**src/rtl/alu_rsv_station.sv**
```systemverilog
// rtl/alu_rsv_station.sv - ALU reservation station with CDB snooping and cooldown-paced dispatch
module alu_rsv_station #(
   parameter int DEPTH = 4,
   parameter int TAG_W = 3,
   parameter int XLEN  = 32
) (
   input  logic             clk,
   input  logic             rst,
   input  logic             flush,
   input  logic             issue_valid,
   output logic             issue_ready,
   input  logic [3:0]       issue_ctrl,
   input  logic [TAG_W-1:0] issue_dtag,
   input  logic [TAG_W-1:0] issue_qj,
   input  logic [XLEN-1:0]  issue_vj,
   input  logic [TAG_W-1:0] issue_qk,
   input  logic [XLEN-1:0]  issue_vk,
   input  logic             cdb_valid,
   input  logic [TAG_W-1:0] cdb_tag,
   input  logic [XLEN-1:0]  cdb_data,
   output logic             disp_en,
   output logic [3:0]       disp_ctrl,
   output logic [XLEN-1:0]  disp_a,
   output logic [XLEN-1:0]  disp_b,
   output logic [TAG_W-1:0] disp_tag
);

   localparam int IW = (DEPTH > 1) ? $clog2(DEPTH) : 1;

   // COOL covers the FU compute cycle following every dispatch
   typedef enum logic {
      IDLE = 1'b0,
      COOL = 1'b1
   } state_t;

   state_t state_q, state_d;

   logic [DEPTH-1:0] busy;
   logic [3:0]       ctrl [DEPTH];
   logic [TAG_W-1:0] dtag [DEPTH];
   logic [TAG_W-1:0] qj   [DEPTH];
   logic [XLEN-1:0]  vj   [DEPTH];
   logic [TAG_W-1:0] qk   [DEPTH];
   logic [XLEN-1:0]  vk   [DEPTH];

   logic [IW-1:0] free_idx;
   logic [IW-1:0] rdy_idx;
   logic          rdy_any;
   logic          issue_fire;
   logic          disp_fire;
   logic          byp_j;
   logic          byp_k;

   // Freeing by dispatch only becomes visible next cycle because busy is registered
   assign issue_ready = |(~busy);
   assign issue_fire  = issue_valid && issue_ready;

   // An operand whose producer broadcasts in the issue cycle is captured directly
   assign byp_j = cdb_valid && (issue_qj != '0) && (issue_qj == cdb_tag);
   assign byp_k = cdb_valid && (issue_qk != '0) && (issue_qk == cdb_tag);

   // Priority pick of the lowest free entry and the lowest ready entry
   always_comb begin
      free_idx = '0;
      rdy_idx  = '0;
      rdy_any  = 1'b0;
      for (int i = DEPTH - 1; i >= 0; i--) begin
         if (!busy[i]) begin
            free_idx = IW'(i);
         end
         if (busy[i] && (qj[i] == '0) && (qk[i] == '0)) begin
            rdy_idx = IW'(i);
            rdy_any = 1'b1;
         end
      end
   end

   // Dispatch decision and cooldown next-state
   always_comb begin
      state_d   = state_q;
      disp_fire = 1'b0;
      case (state_q)
         IDLE: begin
            if (rdy_any) begin
               disp_fire = 1'b1;
               state_d   = COOL;
            end
         end
         COOL: state_d = IDLE;
         default: state_d = IDLE;
      endcase
   end

   // Cooldown state register; a flush abandons any pending cooldown
   always_ff @(posedge clk) begin
      if (rst || flush) begin
         state_q <= IDLE;
      end else begin
         state_q <= state_d;
      end
   end

   // Registered dispatch port; payload holds between pulses and survives flush
   always_ff @(posedge clk) begin
      if (rst) begin
         disp_en   <= 1'b0;
         disp_ctrl <= '0;
         disp_a    <= '0;
         disp_b    <= '0;
         disp_tag  <= '0;
      end else if (flush) begin
         disp_en <= 1'b0;
      end else begin
         disp_en <= disp_fire;
         if (disp_fire) begin
            disp_ctrl <= ctrl[rdy_idx];
            disp_a    <= vj[rdy_idx];
            disp_b    <= vk[rdy_idx];
            disp_tag  <= dtag[rdy_idx];
         end
      end
   end

   // Entry update: CDB capture, dispatch release and issue write act on disjoint entries
   always_ff @(posedge clk) begin
      if (rst || flush) begin
         busy <= '0;
      end else begin
         for (int i = 0; i < DEPTH; i++) begin
            if (busy[i] && cdb_valid) begin
               if ((qj[i] != '0) && (qj[i] == cdb_tag)) begin
                  vj[i] <= cdb_data;
                  qj[i] <= '0;
               end
               if ((qk[i] != '0) && (qk[i] == cdb_tag)) begin
                  vk[i] <= cdb_data;
                  qk[i] <= '0;
               end
            end
            if (disp_fire && (rdy_idx == IW'(i))) begin
               busy[i] <= 1'b0;
            end
            if (issue_fire && (free_idx == IW'(i))) begin
               busy[i] <= 1'b1;
               ctrl[i] <= issue_ctrl;
               dtag[i] <= issue_dtag;
               qj[i]   <= byp_j ? '0 : issue_qj;
               vj[i]   <= byp_j ? cdb_data : issue_vj;
               qk[i]   <= byp_k ? '0 : issue_qk;
               vk[i]   <= byp_k ? cdb_data : issue_vk;
            end
         end
      end
   end

endmodule

```
**config.mk**
```make
export PLATFORM = sky130hd
export DESIGN_NAME = alu_rsv_station
export DESIGN_NICKNAME = d
export VERILOG_FILES = /design/src/rtl/alu_rsv_station.sv
export SDC_FILE = /design/constraint.sdc
export NUM_CORES = 1
export LEC_CHECK = 0
export BUFFER_PORTS_ARGS = -buffer_cell sky130_fd_sc_hd__buf_2
export CAP_MARGIN = 20
export CORE_MARGIN = 8
export CORE_UTILIZATION = 64
export DETAILED_ROUTE_END_ITERATION = 8
export PLACE_DENSITY = 0.86
export SLEW_MARGIN = 20
export SYNTH_ARGS = -nofsm -noshare
export SYNTH_HDL_FRONTEND = slang
export SYNTH_SLANG_ARGS = --single-unit
```
**constraint.sdc**
```tcl
create_clock -name clk -period 8.9 [get_ports clk]
set_input_delay 0 -clock clk [delete_from_list [all_inputs] [get_ports clk]]
set_output_delay 0 -clock clk [all_outputs]
set_load 0.02 [all_outputs]
```
==> reports/qor.txt, run 1 <==
input/output buffers - 189
Max Clock Skew - 0.0211 ns
grt ovf - 0
Inserted Clock Buffers - 40
Fmax - 226 MHz
Max VDD drop - 159 uV
r2r worst-path depth - 8
Worst R2R Start - qj[3][0]$_SDFFCE_PN0P_
Reg-to-Reg End - disp_a[22]$_SDFFE_PP0P_
DR WL/cell - 26.4 um
Combinational Power Share - 0.068
initial antenna violation count - 3
CTS Hold Bufs - 151
vias per std cell - 6.65
Initial DRC Count - 1919
post-layout min period - 4.42 ns
nets - 1758
Pwr per Cell Area - 177 mW/mm2
Setup CP Type - reg -> reg
RSZ-0062 raised after global routing - no
gpl congestion - 0.898
startpoint types - flip-flop
post-route cell area - 0.0221 mm2
first-pass GRT wire length - 80900 um
Reg power frac - 0.501
Post-synth EDFFs - 308
Overall Global Routing Usage - 0.311
DRT Pass-1 Iters - 6
Mapped Area - 0.0182 mm2
htree depth - 2
Critical Path Start - qj[3][0]$_SDFFCE_PN0P_
share of the yosys chip area belonging to registers - 0.591
Max Buffers Root-to-Sink - 3
asr flop ratio synth - 0
Setup-failing EPs final - 0
number of global-route vias before repair - 14.2k
CP Max Fanout - 63
Die Y - 185 um
largest net degree at the start of global routing - 64
area grow syn2layout - 21.3%
Detail Placement HPWL - 30300 um
DRC errors left - 0
status - complete, no violations
Routed Antenna Nets - 0
CORE AREA - 0.0284 mm2
total internal power - 3090 uW
Leak - 0.00791 uW
Cells after Synth - 1341
Worst Path Required - 9.33 ns
Worst setup EP type - flip-flop
power share of the clock group - 0.431
Hold Fails Final Rpt - 0
Syn Area/Cell - 13.6 um2
placed cell area - 0.0193 mm2
Max Cap Viol - 0
hold_ws - 0.00214 ns
proportion of layout cells with a drive suffix above 1 - 0.352
Worst Hold Class - in -> reg
fin worst setup slack - 4.48 ns
Setup TNS - 0 ns
synthesis-stage register bit count - 384
Ys Warns - 0
via count - 13.7k
r2r setup slk - 4.48 ns
clock latency on the worst-skew pair - 0.54 ns
# IOs - 190
WL final - 54400 um
fillers - 1618
Tcrit/Tclk final - 0.497
initial core utilization - 0.642
# rows - 62
Synth Flop Type - edfxtp_1
Mapped Nets - 1458
clock root cell - clkbuf_16
pre-CTS WS - 4.66 ns
Die Width - 185 um
Yosys cell types - 60
CP endpoint - disp_a[22]$_SDFFE_PP0P_
worst-margin pin slew - 1.12 ns
max-slew violations - 0
TritonCTS clock tree - done
Sw Pwr - 831 uW
Rel. slew slack - 0.252
Net Sw Frac - 0.212
Post-CTS Resized - 0
# Post-CTS Setup Buffers - 0
crit path DAT - 4.85 ns
die area - 0.0342 mm2
clk slew on worst S/H paths - 0.06 ns
Clock Sinks - 384
-- critical path: stages, from the launching register on --
cell      delay, ns
edfxtp_1       0.44
nor4_1         0.51
and2_2         0.24
buf_4          0.57
o41a_2         0.70
buf_4          0.62
buf_4          0.73
nor2_1         0.13
a311oi_2       0.29
-- metrics by stage --
| stage | instances | total power [uW] | util |
|---|---|---|---|
| 2_1_floorplan | 1341 | 2110 | - |
| 3_3_place_gp | 1831 | 2190 | 0.678 |
| 3_5_place_dp | 1831 | 2200 | 0.678 |
| 4_1_cts | 2054 | 3890 | 0.778 |
| 5_1_grt | 2057 | 3990 | 0.779 |
| 6_report | 2057 | 3920 | 0.779 |
-- how the worst min path moves through the flow --
stage | cells past startpoint | end | start
3_3_place_gp | 1 | ctrl[0][3]$_DFFE_PP_ | issue_ctrl[3]
6_report | 2 | vk[3][24]$_DFFE_PP_ | cdb_data[24]
5_1_grt | 2 | vj[1][24]$_DFFE_PP_ | cdb_data[24]
4_1_cts | 2 | vj[1][24]$_DFFE_PP_ | cdb_data[24]
3_5_place_dp | 1 | dtag[3][2]$_DFFE_PP_ | issue_dtag[2]
2_1_floorplan | 0 | ctrl[0][0]$_DFFE_PP_ | issue_ctrl[0]
-- cell usage in the layout, fill, tap and decap left out, types with 8 or more instances in the layout --
master and n:
edfxtp_1 308, nand2_2 11, a311oi_1 23, buf_2 188
a21oi_1 10, mux2_2 237, nand2_1 82, a221o_1 23
xor2_1 13, clkbuf_16 41, a21o_1 46, dfxtp_1 76
o21ai_0 33, buf_4 20, a311oi_2 41, dlygate4sd3_1 151
a22oi_1 38, nand3_1 53, a22oi_2 8, mux2_1 19
clkinv_2 9, nor2_1 117, a22o_1 24
-- area by class of cell --
type | count | area (um2) | share of cell area
Clock inverter | 20 | 213 | 0.00961
Sequential cell | 384 | 10800 | 0.487
Timing Repair Buffer | 360 | 2620 | 0.119
Inverter | 8 | 32.5 | 0.00147
Clock buffer | 52 | 1110 | 0.0501
Tap cell | 384 | 480 | 0.0217
Multi-Input combinational cell | 847 | 6890 | 0.312
Antenna cell | 2 | 5.00 | 0.000226
-- Yosys cell counts, types with 24 or more instances --
library cell	n	area, um2
nand3_1	53	265
dfxtp_1	76	1520
o21ai_0	35	175
mux2_2	237	2670
nand2_1	90	338
a22o_1	24	210
a311oi_2	41	616
a21o_1	46	345
nor2_1	118	443
edfxtp_1	308	9250
a22oi_1	38	285
buf_2	49	245
-- metal layers --
metal / part of all wire / GRT usage / wire [um] / vias to the layer above
met5: 0.00018 / 0 / 10 / -
met4: 0.037 / 0.139 / 2020 / 2
met3: 0.11 / 0.0651 / 6050 / 161
met2: 0.49 / 0.529 / 26900 / 979
met1: 0.36 / 0.378 / 19400 / 6726
li1: - / - / - / 5806
-- power groups by stage --
stage | combinational [uW] | clock (uW) | sequential (uW)
global route | 280 | 1750 | 1960
global placement | 187 | 0 | 2000
finish | 266 | 1690 | 1960
floorplan | 111 | 0 | 2000
CTS | 253 | 1680 | 1960
detailed placement | 197 | 0 | 2000
-- registers in the layout, summed over array words and instances, names as in the netlist, 4 cells and up --
| signal | count |
|---|---|
| qj | 12 |
| ctrl | 16 |
| dtag | 12 |
| busy | 4 |
| disp_ctrl | 4 |
| disp_b | 32 |
| vj | 128 |
| qk | 12 |
| disp_a | 32 |
| vk | 128 |
-- logic make-up (layout without fill, tap and decap cells) --
kind of cell | count (synthesis) | in the layout | synth area share
flip-flops | 384 | 384 | 0.591
XOR/XNOR | 20 | 20 | 0.00960
multiplexers | 256 | 256 | 0.158
AND/OR/NAND/NOR | 302 | 302 | 0.0745
buffers and inverters | 110 | 440 | 0.0352
other | 0 | 2 | 0
AO/OA/AOI/OAI | 269 | 269 | 0.132
No activity file was read; power rests on OpenSTA's default activity.
==> run 2, diff against run 1 <==
--- a/config.mk
+++ b/config.mk
@@ -8,9 +8,9 @@
 export BUFFER_PORTS_ARGS = -buffer_cell sky130_fd_sc_hd__buf_2
 export CAP_MARGIN = 20
 export CORE_MARGIN = 8
-export CORE_UTILIZATION = 64
+export CORE_UTILIZATION = 54
 export DETAILED_ROUTE_END_ITERATION = 8
-export PLACE_DENSITY = 0.86
+export PLACE_DENSITY = 0.77
 export SLEW_MARGIN = 20
 export SYNTH_ARGS = -nofsm -noshare
 export SYNTH_HDL_FRONTEND = slang
==> constraint.sdc (replaced) <==
create_clock -name clk -period 3.8 [get_ports clk]
set_input_delay 0 -clock clk [delete_from_list [all_inputs] [get_ports clk]]
set_output_delay 0 -clock clk [all_outputs]
set_load 0.02 [all_outputs]
==> run 2 against run 1 <==
Against the previous run:
- non-clock buffer count rose by 13
- design area rose by 1.7%
- global-route usage fell by 4.2 points
- first-iteration DRC count fell by 29%
- setup slack got worse by 4.1 ns
- maximum frequency rose by 28%
- combinational power rose by 130%
- sequential power rose by 130%
- critical path type unchanged
- sequential share of layout area fell by 0.80 points
- critical path depth fell by 2
- die area rose by 17%
- routed wire length rose by 0.80%
==> reports/qor.txt, run 2 (synthesis results as in run 1) <==
placed cell area - 0.0196 mm2
clk slew on worst S/H paths - 0.06 ns
Worst Path Required - 4.07 ns
initial core utilization - 0.547
CORE AREA - 0.0334 mm2
Rel. slew slack - 0.257
largest net degree at the start of global routing - 98
die area - 0.0399 mm2
Setup TNS - 0 ns
Fmax - 289 MHz
Pwr per Cell Area - 416 mW/mm2
initial antenna violation count - 8
vias per std cell - 6.29
r2r setup slk - 0.34 ns
first-pass GRT wire length - 81800 um
DRT Pass-1 Iters - 8
area grow syn2layout - 23.3%
# Post-CTS Setup Buffers - 0
input/output buffers - 189
htree depth - 2
Clock Sinks - 384
worst-margin pin slew - 1.11 ns
commonest non-fill, non-tap cell in the layout - edfxtp_1
total internal power - 7380 uW
Setup-failing EPs final - 0
DRC errors left - 0
TritonCTS clock tree - done
power share of the clock group - 0.442
Die Y - 200 um
hold_ws - 0.275 ns
Die Width - 200 um
Worst setup EP type - flip-flop
Inserted Clock Buffers - 41
post-route cell area - 0.0225 mm2
Max VDD drop - 295 uV
Overall Global Routing Usage - 0.269
Hold Fails Final Rpt - 0
max-slew violations - 0
most frequent cells in the layout - edfxtp_1, mux2_2, buf_2
Net Sw Frac - 0.212
DR WL/cell - 25.6 um
proportion of layout cells with a drive suffix above 1 - 0.363
Regs by FF count - vj: 128 flops, vk: 128 flops
clock latency on the worst-skew pair - 0.55 ns
CP Max Fanout - 32
gpl congestion - 0.850
post-layout min period - 3.46 ns
Hold Path Depth - 2
crit path DAT - 3.73 ns
Tcrit/Tclk final - 0.910
Routed Antenna Nets - 0
status - complete, no violations
startpoint types - flip-flop
Initial DRC Count - 1356
Detail Placement HPWL - 33500 um
Leak - 0.00807 uW
grt ovf - 0
Reg power frac - 0.491
Max Cap Viol - 0
WL final - 54800 um
clock root cell - clkbuf_16
nets - 1772
Sw Pwr - 1990 uW
r2r worst-path depth - 6
Max Clock Skew - 0.0276 ns
# IOs - 190
# rows - 67
Worst Hold Class - in -> reg
RSZ-0062 raised after global routing - no
Combinational Power Share - 0.066
via count - 13.5k
Setup CP Type - reg -> reg
Max Buffers Root-to-Sink - 3
number of global-route vias before repair - 13.7k
run 2: cell types whose count changed in the layout (fill, tap and decap cells not counted), moves of 3 or more:
cell        previous run  this run
buf_12                 1         9
buf_4                 20        27
clkbuf_8               4         7
clkinvlp_4             5         1
nand2_1               82        79
nand2_2               11        16
run 2: critical path, cell delays in order (launching register included):
cell and delay (ns):
dfxtp_1 0.46, nand3_1 0.16, or3b_1 0.58, clkinv_2 0.25, nand2_2 0.61, mux2_1 0.55
dlygate4sd3_1 0.57
run 2: final timing paths:
| path | startpoint | to |
|---|---|---|
| worst max-delay path | busy[0]$_SDFFE_PN0P_ | vj[2][6]$_DFFE_PP_ |
| worst min register to register | disp_b[27]$_SDFFE_PP0P_ | disp_b[27]$_SDFFE_PP0P_ |
| worst max register to register | busy[0]$_SDFFE_PN0P_ | vj[2][6]$_DFFE_PP_ |
| worst min-delay path | issue_ctrl[1] | ctrl[2][1]$_DFFE_PP_ |
run 2: what timing repair did:
| action | 4_1_cts | 5_1_grt |
|---|---|---|
| endpoints found under the hold margin | 311 | 0 |
| hold buffers | 149 | 0 |
| endpoints found under the setup margin | 0 | 0 |
| resized for setup | 0 | 0 |
run 2: through the flow:
step                      cells   util  total power [uW]  setup slack, ns
after floorplan            1341      -              4950            0.709
after global placement     1911  0.587              5140             1.07
after detailed placement   1911  0.587              5160            0.989
after CTS                  2136  0.674              9360            0.435
after global routing       2140  0.674              9570            0.244
final                      2140  0.674              9360            0.341
run 2: layout make-up:
type,instances,area (um2)
Antenna cell,4,10.0
Timing Repair Buffer,373,2820
Sequential cell,384,10800
Clock inverter,20,251
Inverter,8,32.5
Clock buffer,56,1150
Tap cell,448,561
Fill cell,2387,10900
Multi-Input combinational cell,847,6900
run 2: metal layers:
layer / wire length, um / GRT usage / up-vias
li1: - / - / 5838
met1: 21200 / 0.348 / 6715
met2: 26600 / 0.449 / 776
met3: 5320 / 0.0498 / 134
met4: 1710 / 0.0965 / 6
met5: 44 / 0 / -
run 2: power groups by stage:
stage                     clock, uW  sequential (uW)  combinational (uW)
after global routing           4310             4600                 659
after CTS                      4150             4600                 606
final                          4140             4600                 622
after floorplan                   0             4690                 261
after global placement            0             4690                 456
after detailed placement          0             4690                 475
==> run 3, diff against run 2 <==
--- a/config.mk
+++ b/config.mk
@@ -10,6 +10,7 @@
 export CORE_MARGIN = 8
 export CORE_UTILIZATION = 54
 export DETAILED_ROUTE_END_ITERATION = 8
+export MAX_ROUTING_LAYER = met4
 export PLACE_DENSITY = 0.77
 export SLEW_MARGIN = 20
 export SYNTH_ARGS = -nofsm -noshare
==> run 3 against run 2 <==
Against the previous run:
- the run now ends with hold timing left
- flip-flop and latch count unchanged
- critical path depth unchanged
- power shrank 1.7%
- sequential share of layout area is 0.056 points higher
- clock-buffer cell count shrank 4
- largest cell class unchanged
- highest routed layer is now met4
==> reports/qor.txt, run 3 (synthesis results as in run 1) <==
status - complete, but fails checks
failing checks - hold timing
Max VDD drop - 342 uV
max-slew violations - 0
Worst Hold Class - in -> reg
die area - 0.0399 mm2
Setup CP Type - reg -> reg
startpoint types - flip-flop
gpl congestion - 0.912
WL final - 55800 um
dpl cells - 1913
Overall Global Routing Usage - 0.283
initial core utilization - 0.547
worst-margin pin slew - 1.15 ns
Worst setup EP type - flip-flop
proportion of layout cells with a drive suffix above 1 - 0.361
grt ovf - 0
Max Cap Viol - 0
Worst path slowest cell - nand2_2
first-pass GRT wire length - 82900 um
commonest non-fill, non-tap cell in the layout - edfxtp_1
TritonCTS clock tree - done
clk slew on worst S/H paths - 0.06 ns
fillers - 2349
Die Y - 200 um
via count - 13.6k
initial antenna violation count - 5
crit path cell chain - nand3_1 > or3b_1 > clkinv_2 > nand2_2 > mux2_1 > dlygate4sd3_1
clock root cell - clkbuf_16
Leak - 0.00807 uW
post-route cell area - 0.0225 mm2
Die Width - 200 um
Rel. slew slack - 0.231
area grow syn2layout - 23.2%
RSZ-0062 raised after global routing - no
M1 wire length - 21100 um
number of global-route vias before repair - 13.9k
wire length on met3 - 5560 um
nets - 1776
# IOs - 190
Util after Layout - 0.673
Regs by FF count - vj: 128 flops, vk: 128 flops
# Post-CTS Setup Buffers - 0
most frequent cells in the layout - edfxtp_1, mux2_2, buf_2
routed wl met2 - 27200 um
input/output buffers - 189
placed cell area - 0.0196 mm2
# rows - 67
Routed Antenna Nets - 0
largest net degree at the start of global routing - 116
Setup-failing EPs final - 0
Tcrit/Tclk final - 0.910
DR WL/cell - 26.0 um
Initial DRC Count - 1333
crit path DAT - 3.75 ns
CP Buf/Inv Count - 2
CORE AREA - 0.0334 mm2
Hold Path Depth - 2
Pwr per Cell Area - 410 mW/mm2
max layer used - met4
Max Clock Skew - 0.0144 ns
WP depth - 6
DRT Pass-1 Iters - 7
clock latency on the worst-skew pair - 0.54 ns
Hold Fails Final Rpt - 2
Inserted Clock Buffers - 40
fin cells - 2145
Max Buffers Root-to-Sink - 3
CP top delay family - simple AND/OR/NAND/NOR gates
CTS Hold Bufs - 152
Post-CTS Resized - 0
Worst Path Required - 4.09 ns
hold_ws - -0.00939 ns
CP Max Fanout - 32
r2r setup slk - 0.34 ns
Critical Path Max Stage Delay - 0.63 ns
vias per std cell - 6.33
Clock Sinks - 384
Detail Placement HPWL - 33900 um
DRC errors left - 0
Setup TNS - 0 ns
htree depth - 2
r2r worst-path depth - 6
Fmax - 289 MHz
post-layout min period - 3.46 ns
## run 3: cell count changes in the layout (fill, tap and decap cells not counted), moves of 2 or more
cell	change
buf_4	+2
clkbuf_8	-3
clkinv_1	+2
clkinv_2	+3
clkinv_8	-2
diode_2	+2
dlygate4sd3_1	+3
## run 3: metal layers
| layer | up-vias | track usage |
|---|---|---|
| met4 | 0 | 0.107 |
| met1 | 6781 | 0.352 |
| li1 | 5852 | - |
| met5 | - | - |
| met3 | 141 | 0.0466 |
| met2 | 809 | 0.463 |
## run 3: cell type report
| class | instances | area, um2 | share of cell area |
|---|---|---|---|
| Sequential cell | 384 | 10800 | 0.479 |
| Multi-Input combinational cell | 847 | 6900 | 0.307 |
| Timing Repair Buffer | 378 | 2870 | 0.128 |
| Clock buffer | 52 | 1110 | 0.0493 |
| Tap cell | 448 | 561 | 0.0249 |
| Clock inverter | 22 | 213 | 0.00947 |
| Inverter | 8 | 32.5 | 0.00145 |
| Antenna cell | 6 | 15.0 | 0.000668 |
## run 3: final timing paths
| kind | start | end |
|---|---|---|
| setup reg to reg | busy[0]$_SDFFE_PN0P_ | vj[2][30]$_DFFE_PP_ |
| hold / removal | cdb_data[22] | vj[3][22]$_DFFE_PP_ |
| hold reg to reg | disp_b[30]$_SDFFE_PP0P_ | disp_b[30]$_SDFFE_PP0P_ |
| setup / recovery | busy[0]$_SDFFE_PN0P_ | vj[2][30]$_DFFE_PP_ |
## run 3: worst reg2reg max path, stage by stage, from the launching register on
cell and delay [ns]:
dfxtp_1 0.45, nand3_1 0.15, or3b_1 0.58, clkinv_2 0.25, nand2_2 0.63, mux2_1 0.57
dlygate4sd3_1 0.57
## run 3: where the power goes
group	switching (uW)	total (uW)	internal, uW
Clock	1640	3980	2330
Combinational	309	627	318
Sequential	17.8	4600	4580
Total	1970	9200	7230
## run 3: stage by stage
stage | setup WS [ns] | power (uW)
6_report | 0.342 | 9200
5_1_grt | 0.224 | 9400
4_1_cts | 0.425 | 9190
3_5_place_dp | 0.947 | 5170
3_3_place_gp | 1.03 | 5150
2_1_floorplan | 0.709 | 4950
